<file path="config.mk">
export PLATFORM = sky130hd
export DESIGN_NAME = uart_tx_ctrl
export DESIGN_NICKNAME = d
export VERILOG_FILES = /design/src/rtl/uart_pkg.sv /design/src/rtl/uart_bit_timer.sv /design/src/rtl/uart_tx_ctrl.sv
export SDC_FILE = /design/constraint.sdc
export NUM_CORES = 1
export LEC_CHECK = 0
export ABC_CLOCK_PERIOD_IN_PS = 2850
export BUFFER_PORTS_ARGS = -buffer_cell sky130_fd_sc_hd__buf_4
export CORE_AREA = 2 2 94 141
export CTS_CLUSTER_DIAMETER = 150
export DETAILED_ROUTE_END_ITERATION = 10
export DIE_AREA = 0 0 96 143
export HOLD_SLACK_MARGIN = 0.03
export PLACE_DENSITY = 0.48
export SYNTH_ARGS = -nofsm -noshare
export SYNTH_HDL_FRONTEND = slang
export SYNTH_HIERARCHICAL = 1
export SYNTH_SLANG_ARGS = --single-unit
</file>
<file path="constraint.sdc">
create_clock -name i_clk -period 2.85 [get_ports i_clk]
set_input_delay 0 -clock i_clk [delete_from_list [all_inputs] [get_ports i_clk]]
set_output_delay 0 -clock i_clk [all_outputs]
set_load 0.02 [all_outputs]
</file>
<file path="src/rtl/uart_pkg.sv">
// Shared types and constants for the UART transmit path.
package uart_pkg;

    localparam int STATE_W = 3;

    typedef enum logic [STATE_W-1:0] {
        IDLE   = 3'd0,
        START  = 3'd1,
        DATA   = 3'd2,
        PARITY = 3'd3,
        STOP   = 3'd4
    } state_t;

    localparam logic IDLE_LEVEL = 1'b1;

endpackage

</file>
<file path="src/rtl/uart_bit_timer.sv">
// Bit-rate counter: counts 0..lim and flags the last cycle of each bit.
module uart_bit_timer #(
    parameter int CNT_W = 32
) (
    input  logic             i_clk,
    input  logic             i_rst,
    input  logic             i_clr,
    input  logic             i_en,
    input  logic [CNT_W-1:0] i_lim,
    output logic             o_bit_end
);

    logic [CNT_W-1:0] r_cnt;
    logic             w_at_lim;

    assign w_at_lim  = (r_cnt == i_lim);
    assign o_bit_end = i_en && w_at_lim;

    // Counter wraps at lim, so the all-ones limit never overflows; clr wins over en.
    always_ff @(posedge i_clk) begin
        if (i_rst || i_clr) begin
            r_cnt <= '0;
        end else if (i_en) begin
            r_cnt <= w_at_lim ? '0 : r_cnt + 1'b1;
        end
    end

endmodule

</file>
<file path="src/rtl/uart_tx_ctrl.sv">
// UART transmit sequencer: start, DATA_BITS data bits LSB first, optional
// even parity (UART_TX_PARITY_EN), STOP_BITS stop bits. tx_out is registered
// from the next-state decode so it changes in the same cycle as the state.
module uart_tx_ctrl
    import uart_pkg::*;
#(
    parameter int DATA_BITS = 8,
    parameter int STOP_BITS = 1,
    parameter int CNT_W     = 32
) (
    input  logic                 i_clk,
    input  logic                 i_rst,
    input  logic [CNT_W-1:0]     i_limit,
    input  logic                 i_tx_start,
    input  logic [DATA_BITS-1:0] i_tx_data,
    output logic                 o_tx_out,
    output logic                 o_tx_busy,
    output logic                 o_tx_done
);

    localparam int IDX_W = 3;
    localparam logic [IDX_W-1:0] LAST_DATA = IDX_W'(DATA_BITS - 1);
    localparam logic [IDX_W-1:0] LAST_STOP = IDX_W'(STOP_BITS - 1);

    state_t               r_state, w_state_nxt;
    logic [DATA_BITS-1:0] r_sh, w_sh_nxt;
    logic [IDX_W-1:0]     r_idx, w_idx_nxt;
    logic [CNT_W-1:0]     r_lim_q;
    logic                 r_tx_out, r_busy, r_done;
    logic                 w_tx_nxt, w_done_nxt, w_clr, w_accept, w_bit_end;
`ifdef UART_TX_PARITY_EN
    logic                 r_par;
`endif

    assign w_accept  = (r_state == IDLE) && i_tx_start;
    assign o_tx_out  = r_tx_out;
    assign o_tx_busy = r_busy;
    assign o_tx_done = r_done;

    uart_bit_timer #(.CNT_W(CNT_W)) u_timer (
        .i_clk     (i_clk),
        .i_rst     (i_rst),
        .i_clr     (w_clr),
        .i_en      (r_state != IDLE),
        .i_lim     (r_lim_q),
        .o_bit_end (w_bit_end)
    );

    // Next state, shift register, bit index, and the line level to register.
    always_comb begin
        w_state_nxt = r_state;
        w_sh_nxt    = r_sh;
        w_idx_nxt   = r_idx;
        w_clr       = 1'b0;
        w_done_nxt  = 1'b0;
        w_tx_nxt    = IDLE_LEVEL;
        case (r_state)
            IDLE: begin
                if (i_tx_start) begin
                    w_state_nxt = START;
                    w_sh_nxt    = i_tx_data;
                    w_idx_nxt   = '0;
                    w_clr       = 1'b1;
                end
            end
            START: begin
                if (w_bit_end) begin
                    w_state_nxt = DATA;
                    w_idx_nxt   = '0;
                end
            end
            DATA: begin
                if (w_bit_end) begin
                    if (r_idx < LAST_DATA) begin
                        w_idx_nxt = r_idx + 1'b1;
                        w_sh_nxt  = r_sh >> 1;
                    end else begin
`ifdef UART_TX_PARITY_EN
                        w_state_nxt = PARITY;
`else
                        w_state_nxt = STOP;
`endif
                        w_idx_nxt   = '0;
                    end
                end
            end
`ifdef UART_TX_PARITY_EN
            PARITY: begin
                if (w_bit_end) begin
                    w_state_nxt = STOP;
                    w_idx_nxt   = '0;
                end
            end
`endif
            STOP: begin
                if (w_bit_end) begin
                    if (r_idx == LAST_STOP) begin
                        w_state_nxt = IDLE;
                        w_idx_nxt   = '0;
                        w_done_nxt  = 1'b1;
                    end else begin
                        w_idx_nxt = r_idx + 1'b1;
                    end
                end
            end
            default: w_state_nxt = IDLE;
        endcase

        case (w_state_nxt)
            START:   w_tx_nxt = 1'b0;
            DATA:    w_tx_nxt = w_sh_nxt[0];
`ifdef UART_TX_PARITY_EN
            PARITY:  w_tx_nxt = r_par;
`endif
            default: w_tx_nxt = IDLE_LEVEL;
        endcase
    end

    // State, datapath and output registers.
    always_ff @(posedge i_clk) begin
        if (i_rst) begin
            r_state  <= IDLE;
            r_sh     <= '0;
            r_idx    <= '0;
            r_lim_q  <= '0;
            r_tx_out <= IDLE_LEVEL;
            r_busy   <= 1'b0;
            r_done   <= 1'b0;
        end else begin
            r_state  <= w_state_nxt;
            r_sh     <= w_sh_nxt;
            r_idx    <= w_idx_nxt;
            r_tx_out <= w_tx_nxt;
            r_busy   <= (w_state_nxt != IDLE);
            r_done   <= w_done_nxt;
            if (w_accept) r_lim_q <= i_limit;
        end
    end

`ifdef UART_TX_PARITY_EN
    // Even parity of the frame's data, captured once at accept.
    always_ff @(posedge i_clk) begin
        if (i_rst)         r_par <= 1'b0;
        else if (w_accept) r_par <= ^i_tx_data;
    end
`endif

endmodule

</file>
==> out/metrics.csv <==
stage;metric;value;unit
worst_setup_path;worst_ep_required_time;3.11;ns
logic_synthesis;synth_edf_count;0;
sta;skew;0.00966;ns
floorplan;coreArea;12400;sq um
logic_synthesis;ys_warn_count;6;
logic_synthesis;netlist_top_cells_area;dfxtp_1, xor2_1, nand2_1;
place;place_ws;0.0397;ns
cells_and_area;layout.nets;573;
floorplan;die_h;143;um
worst_setup_path;cpMaxStageDelayCell;or3_1;
cells_and_area;area_delta_synth_final;30.8;%
logic_synthesis;synth.largest_area_cell;dfxtp_1;
worst_setup_path;worstPathMaxFanout;13;
outcome;status;finished, final reports clean;
sta;period_needed;2.64;ns
route;vias_per_cell;4.78;
sta;maxSlewViolCount;0;
worst_setup_path;cp-end-kind;flop;
logic_synthesis;synth_area_per_cell;8.49;sq um
cells_and_area;fin_area;4980;sq um
floorplan;die-area;13700;sq um
clock_tree;cts_tree;done;
worst_setup_path;reg2reg_depth;9;
cells_and_area;fillers;1229;
sta;layout_setup_ws;0.208;ns
logic_synthesis;yosys-top-cells-count;nand2_1, dfxtp_1, xor2_1, a21oi_1, nor2_1;
worst_setup_path;cp_slowest_stage_delay;0.38;ns
clock_tree;cts_sinks;81;
logic_synthesis;synth_top_cell_area_share;42.6;%
sta;rsz0062_at_grt;false;
route;ant_nets;0;
grt;grt_pass1_vias;3232;
clock_tree;numCtsBuffers;9;
worst_setup_path;crit_type;reg -> reg;
worst_setup_path;cp_num_buf_inv;1;
cells_and_area;layout-drive-gt1-share;16.5;%
worst_setup_path;path_cells;xor2_1 -> nor4_1 -> nand4_1 -> nor4_2 -> buf_4 -> and2_2 -> a21oi_2 -> or3_1 -> a21oi_1;
min_path;hp-start;i_tx_data[2];
grt;grt_pass1_wl;15900;um
logic_synthesis;ys_ff_latch;81;
logic_synthesis;synth_nets;495;
logic_synthesis;synthArstFlopShare;0;%
clock_tree;clockBufferDepth;2;
logic_synthesis;synthFlopType;dfxtp_1;
logic_synthesis;synth_seq_area_share;42.6;%
place;dpl.hpwl;7080;um
floorplan;die_w;96;um
worst_setup_path;crit_family;simple AND/OR/NAND/NOR gates;
sta;setup_viol;0;
min_path;min_to;r_sh[2]$_SDFFE_PP0P_;
place;io_buffers;45;
route;first_pass_iters;4;
place;placed_area;4320;sq um
power;power_density;525;nW/um^2
route;vias;3286;
flow_run;maxCapViolations;0;
clock_tree;cts-root-buf;clkbuf_16;
worst_setup_path;critPathLaunchType;flop;
route;routed_wl;9910;um
min_path;min_path_cells;4;
worst_setup_path;r2r-end;r_sh[1]$_SDFFE_PP0P_;
worst_setup_path;worst-r2r-setup-slack;0.21;ns
power;ir_worst_vdd;0.000376;V
min_path;holdCritPathClass;in -> reg;
floorplan;start_util;30.6;%
cells_and_area;antennaDiodeCount;0;
route;avgRoutedWirePerCell;14.4;um
sta;fin_setup_tns;0;ns
clock_tree;post_cts_buffers;0;
clock_tree;clk-insertion-delay-late;0.33;ns
logic_synthesis;synth.distinct_cells;47;
sta;worstMarginPinSlew;0.564;ns
grt;grt_max_degree;49;
worst_setup_path;worstPathArrival;2.90;ns
grt;antenna_found_initial;0;
floorplan;boundaryPins;46;
sta;period_share;92.7;%
logic_synthesis;netlist_instances;449;
route;drc;0;
grt;overflow;0;
place;place.gp.congestion;0.805;
grt;grt_use_total;15.3;%
power;leakage;2.01;nW
sta;fmax;379;MHz
clock_tree;htree_levels;3;
sta;report.final.hold_viol_count;0;
logic_synthesis;yosysMostFrequentCell;nand2_1;
clock_tree;path_clk_slew;0.06;ns
logic_synthesis;synth_area;3810;sq um
route;drtIter0Drc;131;
floorplan;rows;50;
sta;slew_headroom;62.0;%
worst_setup_path;r2r_start;u_timer/r_cnt[0]$_SDFFE_PP0P_;
==> metal layers <==
metal / track usage (%) / wire length, um / vias up
met2: 26.7 / 5280 / 35
met4: 6.69 / 276 / 0
met1: 17.8 / 4180 / 1555
li1: - / - / 1683
met5: 0 / 0 / -
met3: 2.96 / 169 / 13
==> layout by cell type (no fill, tap or decap), drive strengths merged <==
| master | n |
|---|---|
| nand2 | 85 |
| dfxtp | 81 |
| buf | 58 |
| xor2 | 53 |
| a21oi | 45 |
| nor2 | 39 |
| dlygate4sd3 | 35 |
| nand4 | 14 |
| nor4 | 13 |
| clkbuf | 11 |
| xnor2 | 10 |
| nand3 | 10 |
| o21ai | 10 |
| or3 | 9 |
| a32oi | 7 |
| nand3b | 5 |
| and3 | 5 |
| inv | 4 |
| and2 | 4 |
| clkinv | 3 |
| ha | 3 |
| and4 | 3 |
| nor3 | 3 |
| nor2b | 3 |
| a31oi | 2 |
| nand2b | 2 |
| mux2i | 2 |
| clkinvlp | 2 |
| and4bb | 2 |
| or2 | 1 |
| a311oi | 1 |
| or3b | 1 |
| o32ai | 1 |
| nand4bb | 1 |
| a211oi | 1 |
| or4b | 1 |
| bufinv | 1 |
| o41ai | 1 |
==> stage by stage <==
step / utilization (%) / instances / total power (W) / hold slack, ns
finish: 40.0 / 688 / 0.00262 / 0.117
global route: 40.0 / 688 / 0.00273 / 0.135
CTS: 39.9 / 688 / 0.00265 / 0.101
global placement: 34.7 / 637 / 0.00145 / 0.251
detailed placement: 34.7 / 637 / 0.00145 / 0.262
floorplan: - / 449 / 0.00135 / 0.0961
==> worst max-delay path by stage <==
stage / startpoint / endpoint / cells after the start
floorplan: r_state[2]$_SDFF_PP0_ / r_sh[4]$_SDFFE_PP0P_ / 11
global placement: u_timer/r_cnt[27]$_SDFFE_PP0P_ / r_sh[5]$_SDFFE_PP0P_ / 9
detailed placement: u_timer/r_cnt[27]$_SDFFE_PP0P_ / r_sh[4]$_SDFFE_PP0P_ / 9
CTS: u_timer/r_cnt[27]$_SDFFE_PP0P_ / r_sh[1]$_SDFFE_PP0P_ / 9
global route: u_timer/r_cnt[0]$_SDFFE_PP0P_ / r_sh[4]$_SDFFE_PP0P_ / 9
finish: u_timer/r_cnt[0]$_SDFFE_PP0P_ / r_sh[1]$_SDFFE_PP0P_ / 9
==> cell type report <==
class	instances	area (sq um)	share of cell area, %
Multi-Input combinational cell	337	2060	41.4
Timing Repair Buffer	93	786	15.8
Sequential cell	81	1620	32.5
Clock inverter	5	55.1	1.10
Inverter	5	20.0	0.402
Clock buffer	11	243	4.87
Tap cell	156	195	3.92
==> power by group <==
group	switching (W)	internal (W)
Combinational	0.000138	0.000132
Sequential	0.0000277	0.00117
Clock	0.000451	0.000699
==> sequential cells by signal, indices dropped and copies added, names as in the netlist <==
| signal | count |
|---|---|
| o_tx_busy | 1 |
| r_state | 3 |
| o_tx_out | 1 |
| r_lim_q | 32 |
| r_sh | 8 |
| r_idx | 3 |
| u_timer/r_cnt | 32 |
| o_tx_done | 1 |
==> worst min-delay path, cell delays in order <==
cell and delay [ns]:
buf_4 0.11, a32oi_1 0.13, or3_1 0.12, a21oi_1 0.05
==> repair_timing <==
action                     CTS  global route
hold buffers                35             0
setup endpoints to repair    0             9
gates resized for setup      0             3
hold endpoints to repair    35             0
==> logic make-up after synthesis <==
kind of cell | share of synthesized area (%)
XOR/XNOR | 14.7
adder cells (fa/ha/maj) | 0.985
buffers and inverters | 3.97
AND/OR/NAND/NOR | 26.8
AO/OA/AOI/OAI | 10.5
multiplexers | 0.525
flip-flops | 42.6
No activity file was read; power rests on OpenSTA's default activity.
